`src/rtl/hazard_scoreboard_if.sv`:
```
// hazard_scoreboard_if: operand, pipeline-stage and MUL/DIV signals shared between the pipeline and the hazard unit
//   slave  (hazard unit): takes ID/stage/lat inputs, drives fwd_sel, stall, pend_cnt, sb_full
//   master (pipeline)   : the mirror image
interface hazard_scoreboard_if #(
   parameter int NUM_SRC        = 2,
   parameter int NUM_FWD_STAGES = 3,
   parameter int AW             = 5,
   parameter int MAX_PEND       = 4
);
   localparam int FWD_W = $clog2(NUM_FWD_STAGES + 2);
   localparam int PW    = $clog2(MAX_PEND + 1);
   logic [NUM_SRC*AW-1:0]        id_rs;
   logic [NUM_SRC-1:0]           id_rs_used;
   logic [AW-1:0]                id_rd;
   logic                         id_regwrite;
   logic [NUM_FWD_STAGES*AW-1:0] st_rd;
   logic [NUM_FWD_STAGES-1:0]    st_regwrite;
   logic                         ex_memread;
   logic                         lat_issue;
   logic                         lat_done;
   logic [AW-1:0]                lat_rd;
   logic [NUM_SRC*FWD_W-1:0]     fwd_sel;
   logic                         stall;
   logic [PW-1:0]                pend_cnt;
   logic                         sb_full;
   modport slave (
      input  id_rs, id_rs_used, id_rd, id_regwrite, st_rd, st_regwrite,
             ex_memread, lat_issue, lat_done, lat_rd,
      output fwd_sel, stall, pend_cnt, sb_full
   );
   modport master (
      output id_rs, id_rs_used, id_rd, id_regwrite, st_rd, st_regwrite,
             ex_memread, lat_issue, lat_done, lat_rd,
      input  fwd_sel, stall, pend_cnt, sb_full
   );
endinterface

```
`src/rtl/hazard_scoreboard.sv`:
```
// hazard_scoreboard: priority forwarding, load-use stall and MUL/DIV write scoreboard for the rv32im pipeline
//   clk   : clock
//   rst_n : async active-low reset, clears busy bits and pending count
//   sb    : hazard_scoreboard_if.slave (ID operands, stage rd/regwrite, lat issue/done in; fwd_sel, stall, pend_cnt, sb_full out)
module hazard_scoreboard #(
   parameter int NUM_SRC        = 2,
   parameter int NUM_FWD_STAGES = 3,
   parameter int AW             = 5,
   parameter int MAX_PEND       = 4
) (
   input logic               clk,
   input logic               rst_n,
   hazard_scoreboard_if.slave sb
);
   localparam int FWD_W = $clog2(NUM_FWD_STAGES + 2);
   localparam int PW    = $clog2(MAX_PEND + 1);
   logic [2**AW-1:0]         busy_q, busy_d;
   logic [PW-1:0]            pend_q, pend_d;
   logic [NUM_SRC*FWD_W-1:0] fwd_sel;
   logic [AW-1:0]            rs;
   logic [FWD_W-1:0]         sel;
   logic                     act, lat_hit, stall, full, waw;
   logic [AW-1:0]            ex_rd;
   assign ex_rd = sb.st_rd[AW-1:0];
   assign full  = pend_q == PW'(MAX_PEND);
   // A completing result on the lat bus resolves the hazard in the same cycle.
   assign waw = sb.id_regwrite && sb.id_rd != '0 && busy_q[sb.id_rd] &&
                !(sb.lat_done && sb.lat_rd == sb.id_rd);
   always_comb begin
      fwd_sel = '0;
      stall   = waw | (full & sb.id_regwrite);
      rs      = '0;
      sel     = '0;
      act     = 1'b0;
      lat_hit = 1'b0;
      for (int k = 0; k < NUM_SRC; k++) begin
         rs      = sb.id_rs[k*AW +: AW];
         act     = sb.id_rs_used[k] && rs != '0;
         lat_hit = sb.lat_done && sb.lat_rd == rs;
         sel     = (act && lat_hit) ? FWD_W'(NUM_FWD_STAGES + 1) : '0;
         // Walk from the oldest stage down so the nearest producer overrides.
         for (int s = NUM_FWD_STAGES - 1; s >= 0; s--)
            if (act && sb.st_regwrite[s] && sb.st_rd[s*AW +: AW] == rs) sel = FWD_W'(s + 1);
         fwd_sel[k*FWD_W +: FWD_W] = sel;
         stall = stall | (sb.ex_memread && sel == FWD_W'(1))
                       | (sb.lat_issue && act && rs == ex_rd)
                       | (act && busy_q[rs] && !lat_hit);
      end
   end
   always_comb begin
      busy_d = busy_q;
      if (sb.lat_done) busy_d[sb.lat_rd] = 1'b0;
      // Issue is applied after done so a same-rd issue/done pair leaves the bit set.
      if (sb.lat_issue && ex_rd != '0) busy_d[ex_rd] = 1'b1;
      pend_d = (sb.lat_issue && !sb.lat_done && !full)        ? pend_q + 1'b1 :
               (sb.lat_done && !sb.lat_issue && pend_q != '0) ? pend_q - 1'b1 : pend_q;
   end
   always_ff @(posedge clk or negedge rst_n) begin
      if (!rst_n) begin
         busy_q <= '0;
         pend_q <= '0;
      end else begin
         busy_q <= busy_d;
         pend_q <= pend_d;
      end
   end
   assign sb.fwd_sel  = fwd_sel;
   assign sb.stall    = stall;
   assign sb.pend_cnt = pend_q;
   assign sb.sb_full  = full;
`ifndef SYNTHESIS
   // A simultaneous completion frees the slot, so only a net overflow/underflow is an error.
   a_issue_full: assert property (@(posedge clk) disable iff (!rst_n)
      !(sb.lat_issue && !sb.lat_done && full))
      else $error("hazard_scoreboard: lat_issue while scoreboard full");
   a_done_empty: assert property (@(posedge clk) disable iff (!rst_n)
      !(sb.lat_done && !sb.lat_issue && pend_q == '0))
      else $error("hazard_scoreboard: lat_done with nothing pending");
`endif
endmodule

```
`src/flat_wrapper.sv`:
```
// flat-port wrapper written by rule: the top's interface ports become plain ports
module hazard_scoreboard_flat 
#(
   parameter int NUM_SRC        = 2,
   parameter int NUM_FWD_STAGES = 3,
   parameter int AW             = 5,
   parameter int MAX_PEND       = 4
)
  (clk, rst_n, sb_id_rs, sb_id_rs_used, sb_id_rd, sb_id_regwrite, sb_st_rd, sb_st_regwrite, sb_ex_memread, sb_lat_issue, sb_lat_done, sb_lat_rd, sb_fwd_sel, sb_stall, sb_pend_cnt, sb_sb_full);
  hazard_scoreboard_if #(.NUM_SRC(NUM_SRC), .NUM_FWD_STAGES(NUM_FWD_STAGES), .AW(AW), .MAX_PEND(MAX_PEND)) sb_i ();
  input logic clk;
  input logic rst_n;
  input wire logic [$bits(sb_i.id_rs)-1:0] sb_id_rs;
  input wire logic [$bits(sb_i.id_rs_used)-1:0] sb_id_rs_used;
  input wire logic [$bits(sb_i.id_rd)-1:0] sb_id_rd;
  input wire logic [$bits(sb_i.id_regwrite)-1:0] sb_id_regwrite;
  input wire logic [$bits(sb_i.st_rd)-1:0] sb_st_rd;
  input wire logic [$bits(sb_i.st_regwrite)-1:0] sb_st_regwrite;
  input wire logic [$bits(sb_i.ex_memread)-1:0] sb_ex_memread;
  input wire logic [$bits(sb_i.lat_issue)-1:0] sb_lat_issue;
  input wire logic [$bits(sb_i.lat_done)-1:0] sb_lat_done;
  input wire logic [$bits(sb_i.lat_rd)-1:0] sb_lat_rd;
  output wire logic [$bits(sb_i.fwd_sel)-1:0] sb_fwd_sel;
  output wire logic [$bits(sb_i.stall)-1:0] sb_stall;
  output wire logic [$bits(sb_i.pend_cnt)-1:0] sb_pend_cnt;
  output wire logic [$bits(sb_i.sb_full)-1:0] sb_sb_full;
  assign sb_i.id_rs = sb_id_rs;
  assign sb_i.id_rs_used = sb_id_rs_used;
  assign sb_i.id_rd = sb_id_rd;
  assign sb_i.id_regwrite = sb_id_regwrite;
  assign sb_i.st_rd = sb_st_rd;
  assign sb_i.st_regwrite = sb_st_regwrite;
  assign sb_i.ex_memread = sb_ex_memread;
  assign sb_i.lat_issue = sb_lat_issue;
  assign sb_i.lat_done = sb_lat_done;
  assign sb_i.lat_rd = sb_lat_rd;
  assign sb_fwd_sel = sb_i.fwd_sel;
  assign sb_stall = sb_i.stall;
  assign sb_pend_cnt = sb_i.pend_cnt;
  assign sb_sb_full = sb_i.sb_full;
  hazard_scoreboard #(.NUM_SRC(NUM_SRC), .NUM_FWD_STAGES(NUM_FWD_STAGES), .AW(AW), .MAX_PEND(MAX_PEND)) u_core (.clk(clk), .rst_n(rst_n), .sb(sb_i));
endmodule
```
`config.mk`:
```
export PLATFORM = sky130hd
export DESIGN_NAME = hazard_scoreboard_flat
export DESIGN_NICKNAME = d
export VERILOG_FILES = /design/src/rtl/hazard_scoreboard_if.sv /design/src/rtl/hazard_scoreboard.sv /design/src/flat_wrapper.sv
export SDC_FILE = /design/constraint.sdc
export NUM_CORES = 1
export LEC_CHECK = 0
export BUFFER_PORTS_ARGS = -buffer_cell sky130_fd_sc_hd__clkbuf_2
export CAP_MARGIN = 10
export CORE_ASPECT_RATIO = 1.2
export CORE_MARGIN = 4
export CORE_UTILIZATION = 55
export DETAILED_ROUTE_END_ITERATION = 16
export PLACE_DENSITY = 0.91
export REMOVE_ABC_BUFFERS = 1
export SYNTH_ARGS = -nofsm -noshare
export SYNTH_HDL_FRONTEND = slang
export SYNTH_SLANG_ARGS = --single-unit
```
`constraint.sdc`:
```
create_clock -name clk -period 3.99 [get_ports clk]
set_input_delay 0.1995 -clock clk [delete_from_list [all_inputs] [get_ports clk]]
set_output_delay 0.1995 -clock clk [all_outputs]
set_load 0.1 [all_outputs]
```
==> results of run 1 <==
==> synth_stat cells (11+ instances only) <==
master	count
clkbuf_1	15
dfrtp_1	35
mux2i_1	18
mux4_2	16
nand2_1	12
nand3_1	12
nand3b_1	11
nor2_1	18
o21ai_0	65
xnor2_1	24
xor2_1	21
==> stage by stage <==
| stage | area (um^2) | power (mW) | instances | hold slack, ps |
|---|---|---|---|---|
| finish | 3411 | 1.457 | 424 | 21.16 |
| detailed placement | 3338 | 1.214 | 418 | 351.1 |
| global placement | 3338 | 1.183 | 418 | 330.0 |
| floorplan | 2980 | 1.018 | 300 | -96.09 |
| global route | 3411 | 1.531 | 424 | 89.88 |
| CTS | 3411 | 1.445 | 424 | 44.95 |
==> cell type report <==
cell class	count	share of cell area, %
multi-input combinational	262	61.37
sequential	35	25.68
timing repair buffer	56	8.217
tap	62	2.274
clock buffer	6	2.128
inverter	3	0.3302
==> worst max-delay path: stages, from the launching register on <==
cell and delay [ps]:
dfrtp_1 420, mux4_1 510, mux4_2 450, nand4bb_1 100, o31ai_1 70, or4_1 530, clkbuf_2 390
==> layout by cell type (no fill, tap or decap), types with 2 or more instances in the layout <==
cell type | Yosys | final
a211oi_1 | 2 | 2
a21oi_1 | 4 | 4
and4_1 | 3 | 3
clkbuf_2 | 0 | 56
clkbuf_8 | 2 | 5
dfrtp_1 | 35 | 35
inv_1 | 3 | 3
mux2i_1 | 18 | 18
mux4_1 | 5 | 5
mux4_2 | 16 | 16
nand2_1 | 12 | 12
nand3_1 | 12 | 12
nand3b_1 | 11 | 11
nand4_1 | 5 | 5
nor2_1 | 18 | 18
nor2b_1 | 5 | 5
nor3_1 | 5 | 5
nor4_1 | 4 | 4
o21ai_0 | 65 | 65
o22ai_1 | 4 | 4
o31ai_1 | 2 | 2
or3_1 | 3 | 3
or3b_2 | 4 | 4
or4_1 | 3 | 3
xnor2_1 | 24 | 24
xor2_1 | 21 | 21
==> registers in the layout, summed over array words and instances, names as in the netlist <==
register,count
u_core.sb.pend_cnt,3
u_core.busy_q,32
==> power by group <==
| group | switching (mW) | total [mW] | internal (mW) | leakage (nW) |
|---|---|---|---|---|
| Sequential | 0.116 | 0.561 | 0.445 | 0.428 |
| Combinational | 0.411 | 0.664 | 0.253 | 0.918 |
| Clock | 0.116 | 0.232 | 0.116 | 0.0371 |
| Total | 0.643 | 1.46 | 0.814 | 1.38 |
==> metal layers <==
metal | routed length (um) | track usage [%]
met5 | 0 | 0
met4 | 543 | 18.43
met3 | 985 | 6.786
met2 | 4228 | 41.64
met1 | 3310 | 31.89
==> cells by family (layout without fill, tap and decap cells) <==
| family | Yosys count | after routing | share of synthesized area [%] |
|---|---|---|---|
| simple gates | 91 | 91 | 16.42 |
| compound gates | 85 | 85 | 14.94 |
| xor+xnor | 45 | 45 | 12.58 |
| mux | 40 | 40 | 22.25 |
| flops | 35 | 35 | 27.97 |
| fa+ha+maj | 1 | 1 | 0.6393 |
| buf+inv | 28 | 65 | 5.193 |
==> path summary, 6_finish.rpt <==
kind	startpoint	to	slack, ps	depth (start not counted)
worst max-delay path	u_core.busy_q[10]	sb_stall	1030	6
worst min-delay path	rst_n	u_core.busy_q[26]	20	1
worst max register to register	u_core.sb.pend_cnt[0]	u_core.sb.pend_cnt[2]	1940	8
worst min register to register	u_core.busy_q[7]	u_core.busy_q[7]	580	2
max in group asynchronous	rst_n	u_core.busy_q[15]	3420	1
min in group clk	sb_lat_issue	u_core.sb.pend_cnt[2]	270	2
==> metrics.md, run 1 <==
| Metric | Value |
|---|---|
| Clock latency on the worst-skew pair | 290 ps |
| Final WS setup | 1034 ps |
| Starting Density | a little under 60% |
| Most used flip-flop cell after synthesis | dfrtp_1 |
| Wire length of the first global-routing pass | ~15000 um |
| Wire length per cell after detailed routing | between 20 and 25 um |
| Horiz. Die Dim | 76.89 um |
| Largest net degree at the start of global routing | 36 |
| # IOs | 57 |
| GRT Residual Overflow | 0 |
| Final Hold Vio Count | 0 |
| Class of the most critical hold timing path | input port to async pin |
| Unrepaired setup endpoints after global routing | no |
| CP startpoint kind | flop |
| Synth-to-Final Area Change | 8.909% |
| CTS tree | built |
| Yosys top cell area share | roughly 28% |
| Critical Path RT | about 3800 ps |
| Period minus WS final | just under 3000 ps |
| Final worst clock skew | 0.06462 ps |
| Avg Synthesized Cell Area | 9.636 um^2 |
| Syn Std Cell Area | ~0.0031 mm^2 |
| Resize count post-CTS | 0 |
| Cell count after synthesis | 325 |
| DP Worst Slack | roughly 1100 ps |
| Highest clock frequency the design can meet | ~0.34 GHz |
| Final setup TNS | 0 ps |
| Die boundary height | 90.66 um |
| TritonCTS Sinks | 35 |
| Violation count after the first detailed-route iteration | about 300 |
| Number of global-route vias before repair | 2949 |
| Layout fillers | 424 |
| Net count reported at finish | slightly above 400 |
| Share of the core filled with cells in the final layout | 63.09% |
| Sequential share of the synthesized area | 27.97% |
| Critical path data arrival time | 2760 ps |
| Post-detailed-route via-to-cell ratio | 7.085 |
| Crit. End Element | output pin |
| Top post-synthesis cells by area | dfrtp_1, mux4_2, o21ai_0 |
| Total Die Area | 0.006970 mm^2 |
| Clock transition time at the flip-flop clock pins of the worst setup and hold paths | roughly 60 ps |
| Number of antenna-violating nets in the routed design | 0 |
| Number of warning messages in the yosys log | 0 |
| Number of buffers added on ports | 56 |
| Static Leak | between 1 and 1.5 nW |
| Synthesis-stage register bit count | 35 |
| Maximum root-to-sink buffer count | 2 |
| Areal power density over the cells | between 400 and 500 mW/mm^2 |
| Routability congestion estimate from global placement | about 1 |
| Clock H-tree levels | 2 |
| Status | finished clean |
| Share of flip-flops with an asynchronous set or reset | 100.0% |
| Max Fanout on Critical Path | 4 |
| Number of remaining DRC errors | 0 |
| Number of distinct library cell variants in the gate-level netlist after synthesis | between 40 and 50 |
| Share of final-layout standard cells stronger than drive strength 1 | 23.76% |
| Total detailed-routing wirelength | about 9100 um |
| Number of max-slew violations in the final report | 0 |
| Placeable core region | 0.005406 mm^2 |
| Multi-input gate area in the final layout | 0.002093 mm^2 |
| Top cell type by total area after synthesis | dfrtp_1 |
| Post-CTS setup buffer count | 0 |
| Number of vias after detailed routing | 3004 |
| Transition at the pin with the smallest max-transition slack | slightly below 900 ps |
| Number of setup violations in the final report | 0 |
| Crit Path Category | flop to output pin |
| Placed wire-length estimate after detailed placement | 6682 um |
| Number of antenna violations at the first check in global routing | 0 |
| Peak supply drop | 0.2243 mV |
| First-pass detailed-route iteration total | 5 |
| Ant diodes | 0 |
| Clock root buffer master | clkbuf_8 |
| Count of flip-flops with a built-in enable after synthesis | 0 |
| Number of buffers inserted during clock tree synthesis | 5 |
| Hold buffer count at cts | 0 |
| Relative slew slack | 41.48% |
| Number of maximum-capacitance constraint violations | 0 |
| Part of the cycle the worst path needs | ~74% |
| Sequential cell area | 875.8 um^2 |
| Standard-cell row count | 29 |
| Global Route Usage Sum | 26.63% |
No activity file was read; power rests on OpenSTA's default activity.
==> run 2, diff against run 1 <==
Settings changed: ABC_AREA set to 1, CORE_UTILIZATION 55 to 52, PLACE_DENSITY 0.91 to 0.89.
Clock period 3.99 ns to 2.5 ns, I/O delays scaled along.
==> metrics.md, run 2 <==
| Metric | Value |
|---|---|
| CTS tree | built (unchanged) |
| Wire length per cell after detailed routing | 16.72 um (was 21.39 um) |
| Sequential share of the synthesized area | 25.50% (was 27.97%) |
| Synthesis-stage register bit count | 35 (unchanged) |
| Number of buffers inserted during clock tree synthesis | 5 (unchanged) |
| List of most frequent post-synthesis cells | nand2_1, nand3_1, inv_1 (was o21ai_0, dfrtp_1, xnor2_1) |
| GRT Residual Overflow | 0 (unchanged) |
| Final hold slack | 230.2 ps (was 21.16 ps) |
| Number of maximum-capacitance constraint violations | 0 (unchanged) |
| Static Leak | 1.944 nW (was 1.383 nW) |
| Class of the most critical hold timing path | input port to flop (was input port to async pin) |
| Crit Path Category | input port to output pin (was flop to output pin) |
| Total detailed-routing wirelength | 11290 um (was 9068 um) |
| CP startpoint kind | input port (was flop) |
| Crit path max-delay family | buffers and inverters (was multiplexers) |
| Global Route Usage Sum | 28.57% (was 26.63%) |
| Critical Path RT | 2380 ps (was 3790 ps) |
| Number of cell instances on the worst register-to-register path | 6 (was 8) |
| Number of buffers added on ports | 56 (unchanged) |
| Highest clock frequency the design can meet | ~0.49 GHz |
| Number of max-slew violations in the final report | 0 (unchanged) |
| Syn Std Cell Area | 0.003435 mm^2 (was 0.003132 mm^2) |
| Crit. End Element | output pin (unchanged) |
| Number of antenna-violating nets in the routed design | 0 (unchanged) |
| Most used flip-flop cell after synthesis | dfrtp_1 (unchanged) |
| Clock latency on the worst-skew pair | 300 ps (was 290 ps) |
| Yosys top cell area share | 25.50% (was 27.97%) |
| Count of flip-flops with a built-in enable after synthesis | 0 (unchanged) |
| Register containing the most flip-flops in the final layout | u_core.busy_q (unchanged) |
| Worst Setup SP | sb_id_rs[1] (was u_core.busy_q[10]) |
| Logic depth of the worst setup path including buffers | 7 (was 6) |
| Violation count after the first detailed-route iteration | 445 (was 302) |
| Largest register FFs | 32 (unchanged) |
| Commonest non-fill, non-tap cells in the layout | nand2_1, nand3_1, inv_1, o21ai_0, clkbuf_2 (was o21ai_0, clkbuf_2, dfrtp_1, xnor2_1, xor2_1) |
| Final worst clock skew | 0.03533 ps (was 0.06462 ps) |
| TritonCTS Sinks | 35 (unchanged) |
| Final Hold Vio Count | 0 (unchanged) |
| Number of distinct library cell variants in the gate-level netlist after synthesis | 33 (was 46) |
| Areal power density over the cells | 658.5 mW/mm^2 (was 427.0 mW/mm^2) |
| Start of the worst register-to-register path | u_core.sb.pend_cnt[2] (was u_core.sb.pend_cnt[0]) |
| Number of vias after detailed routing | 4015 (was 3004) |
| Most common cell after layout, fill and taps aside | nand2_1 (was o21ai_0) |
| Wire length of the first global-routing pass | 17820 um (was 14700 um) |
| Top cell type by total area after synthesis | dfrtp_1 (unchanged) |
| Placeable core region | 0.006406 mm^2 (was 0.005406 mm^2) |
| Avg Synthesized Cell Area | 6.267 um^2 (was 9.636 um^2) |
| Number of setup violations in the final report | 0 (unchanged) |
| Peak supply drop | 0.7090 mV (was 0.2243 mV) |
| Share of final-layout standard cells stronger than drive strength 1 | 13.39% (was 23.76%) |
| Relative slew slack | 43.42% (was 41.48%) |
| Post-detailed-route via-to-cell ratio | 5.948 (was 7.085) |
| Slowest-stage cell, CP | clkbuf_2 (was or4_1) |
| Final WS setup | 469.7 ps (was 1034 ps) |
| Routability congestion estimate from global placement | 0.9358 (was 0.9896) |
| # IOs | 57 (unchanged) |
| Cell count after synthesis | 548 (was 325) |
| Worst reg2reg endpoint | u_core.sb.pend_cnt[2] (unchanged) |
| Unrepaired setup endpoints after global routing | no (unchanged) |
| Most used cell, CP | clkbuf_2 |
| Top post-synthesis cells by area | dfrtp_1, nand3_1, nand2_1 (was dfrtp_1, mux4_2, o21ai_0) |
| Horiz. Die Dim | 82.19 um (was 76.89 um) |
| Clock root buffer master | clkbuf_8 (unchanged) |
| Number of remaining DRC errors | 0 (unchanged) |
| Number of global-route vias before repair | 3724 (was 2949) |
| First-pass detailed-route iteration total | 5 (unchanged) |
| Number of warning messages in the yosys log | 0 (unchanged) |
| Maximum single-stage delay on the critical path | 480 ps (was 530 ps) |
| Critical path data arrival time | 1910 ps (was 2760 ps) |
| CP bufs+invs | 3 (was 1) |
| Most common cell in the netlist | nand2_1 (was o21ai_0) |
| Die boundary height | 97.03 um (was 90.66 um) |
| Ant diodes | 0 (unchanged) |
| Standard-cell row count | 32 (was 29) |
| DP Worst Slack | 491.3 ps (was 1127 ps) |
| Total Die Area | 0.007974 mm^2 (was 0.006970 mm^2) |
| Share of the core filled with cells in the final layout | 59.06% (was 63.09%) |
| Layout fillers | 635 (was 424) |
| Maximum root-to-sink buffer count | 2 (unchanged) |
| Net count reported at finish | 636 (was 410) |
| Max Fanout on Critical Path | 13 (was 4) |
| Clock transition time at the flip-flop clock pins of the worst setup and hold paths | 80 ps (was 60 ps) |
| Share of flip-flops with an asynchronous set or reset | 100.0% (unchanged) |
| Starting Density | 53.61% (was 57.93%) |
| Placed wire-length estimate after detailed placement | 8994 um (was 6682 um) |
| Clock H-tree levels | 2 (unchanged) |
| Status | finished clean (unchanged) |
| Part of the cycle the worst path needs | between 80% and 90% |
| Destination of the critical timing path | sb_fwd_sel[1] (was sb_stall) |
| Period minus WS final | 2030 ps |
| Number of antenna violations at the first check in global routing | 0 (unchanged) |
| Ordered cell list for the critical path | clkbuf_2 -> inv_1 -> o22ai_1 -> a211oi_1 -> nand4_1 -> a21boi_1 -> clkbuf_2 (was mux4_1 -> mux4_2 -> nand4bb_1 -> o31ai_1 -> or4_1 -> clkbuf_2) |
| Register-to-Register Setup Slack | 750 ps (was 1940 ps) |
| Transition at the pin with the smallest max-transition slack | 848.7 ps (was 877.8 ps) |
| Synth-to-Final Area Change | 10.16% (was 8.909%) |
| Largest net degree at the start of global routing | 36 (unchanged) |
[run 2: layout make-up]
cell class	instances	area (um^2)	area share, %
multi-input combinational	406	2058	54.40
sequential	35	875.8	23.15
timing repair buffer	62	330.3	8.730
inverter	79	296.5	7.837
tap	85	106.4	2.811
clock buffer	5	68.82	1.819
clock inverter	3	47.55	1.257
[run 2: per-layer routing]
layer | vias to the layer above | global-route usage [%] | routed length, um
met5 | - | 0 | 0
met4 | 0 | 13.94 | 486
met3 | 40 | 3.911 | 941
met2 | 243 | 46.67 | 5446
met1 | 1841 | 36.00 | 4413
li1 | 1891 | - | -
[run 2: metrics by stage]
stage | power [mW] | std cells | cell area (um^2) | TNS [ps]
6_report | 2.491 | 675 | 3784 | 0
3_3_place_gp | 1.910 | 666 | 3657 | 0
5_1_grt | 2.642 | 675 | 3784 | 0
2_1_floorplan | 1.600 | 520 | 3231 | -8623
4_1_cts | 2.474 | 675 | 3784 | 0
3_5_place_dp | 1.945 | 666 | 3657 | 0
[run 2: power by group]
part | internal (mW) | switching [mW] | leakage, nW | total [mW]
Combinational | 0.305 | 0.830 | 1.46 | 1.14
Sequential | 0.713 | 0.118 | 0.427 | 0.831
Clock | 0.302 | 0.223 | 0.0587 | 0.525
Total | 1.32 | 1.17 | 1.94 | 2.49
[run 2: worst reg2reg max path: stages (launching register included)]
cell	delay [ps]
dfrtp_1	410
nor3b_1	170
nor3_1	200
inv_1	110
fa_1	400
o21ai_0	210
xor2_1	170
[run 2: what timing repair did]
action,4_1_cts,5_1_grt
resized for setup,0,0
hold endpoints to repair,35,0
setup endpoints to repair,0,0
hold buffers,1,0
setup buffers,0,0
[run 2: logic make-up after synthesis]
group                    after synthesis  share of synthesized area, %
adder cells (fa/ha/maj)                1                        0.5829
XOR/XNOR                              24                         6.339
AND/OR/NAND/NOR                      273                         35.74
AO/OA/AOI/OAI                        108                         17.27
flip-flops                            35                         25.50
buffers and inverters                107                         14.57
[run 2: how the worst min path moves through the flow]
stage	start	endpoint	depth (start not counted)
after detailed placement	rst_n	u_core.busy_q[23]	1
after global routing	sb_lat_rd[0]	u_core.busy_q[0]	3
after global placement	rst_n	u_core.busy_q[21]	1
after floorplan	rst_n	u_core.busy_q[0]	0
final	sb_lat_rd[0]	u_core.busy_q[0]	3
after CTS	sb_lat_rd[1]	u_core.busy_q[0]	3
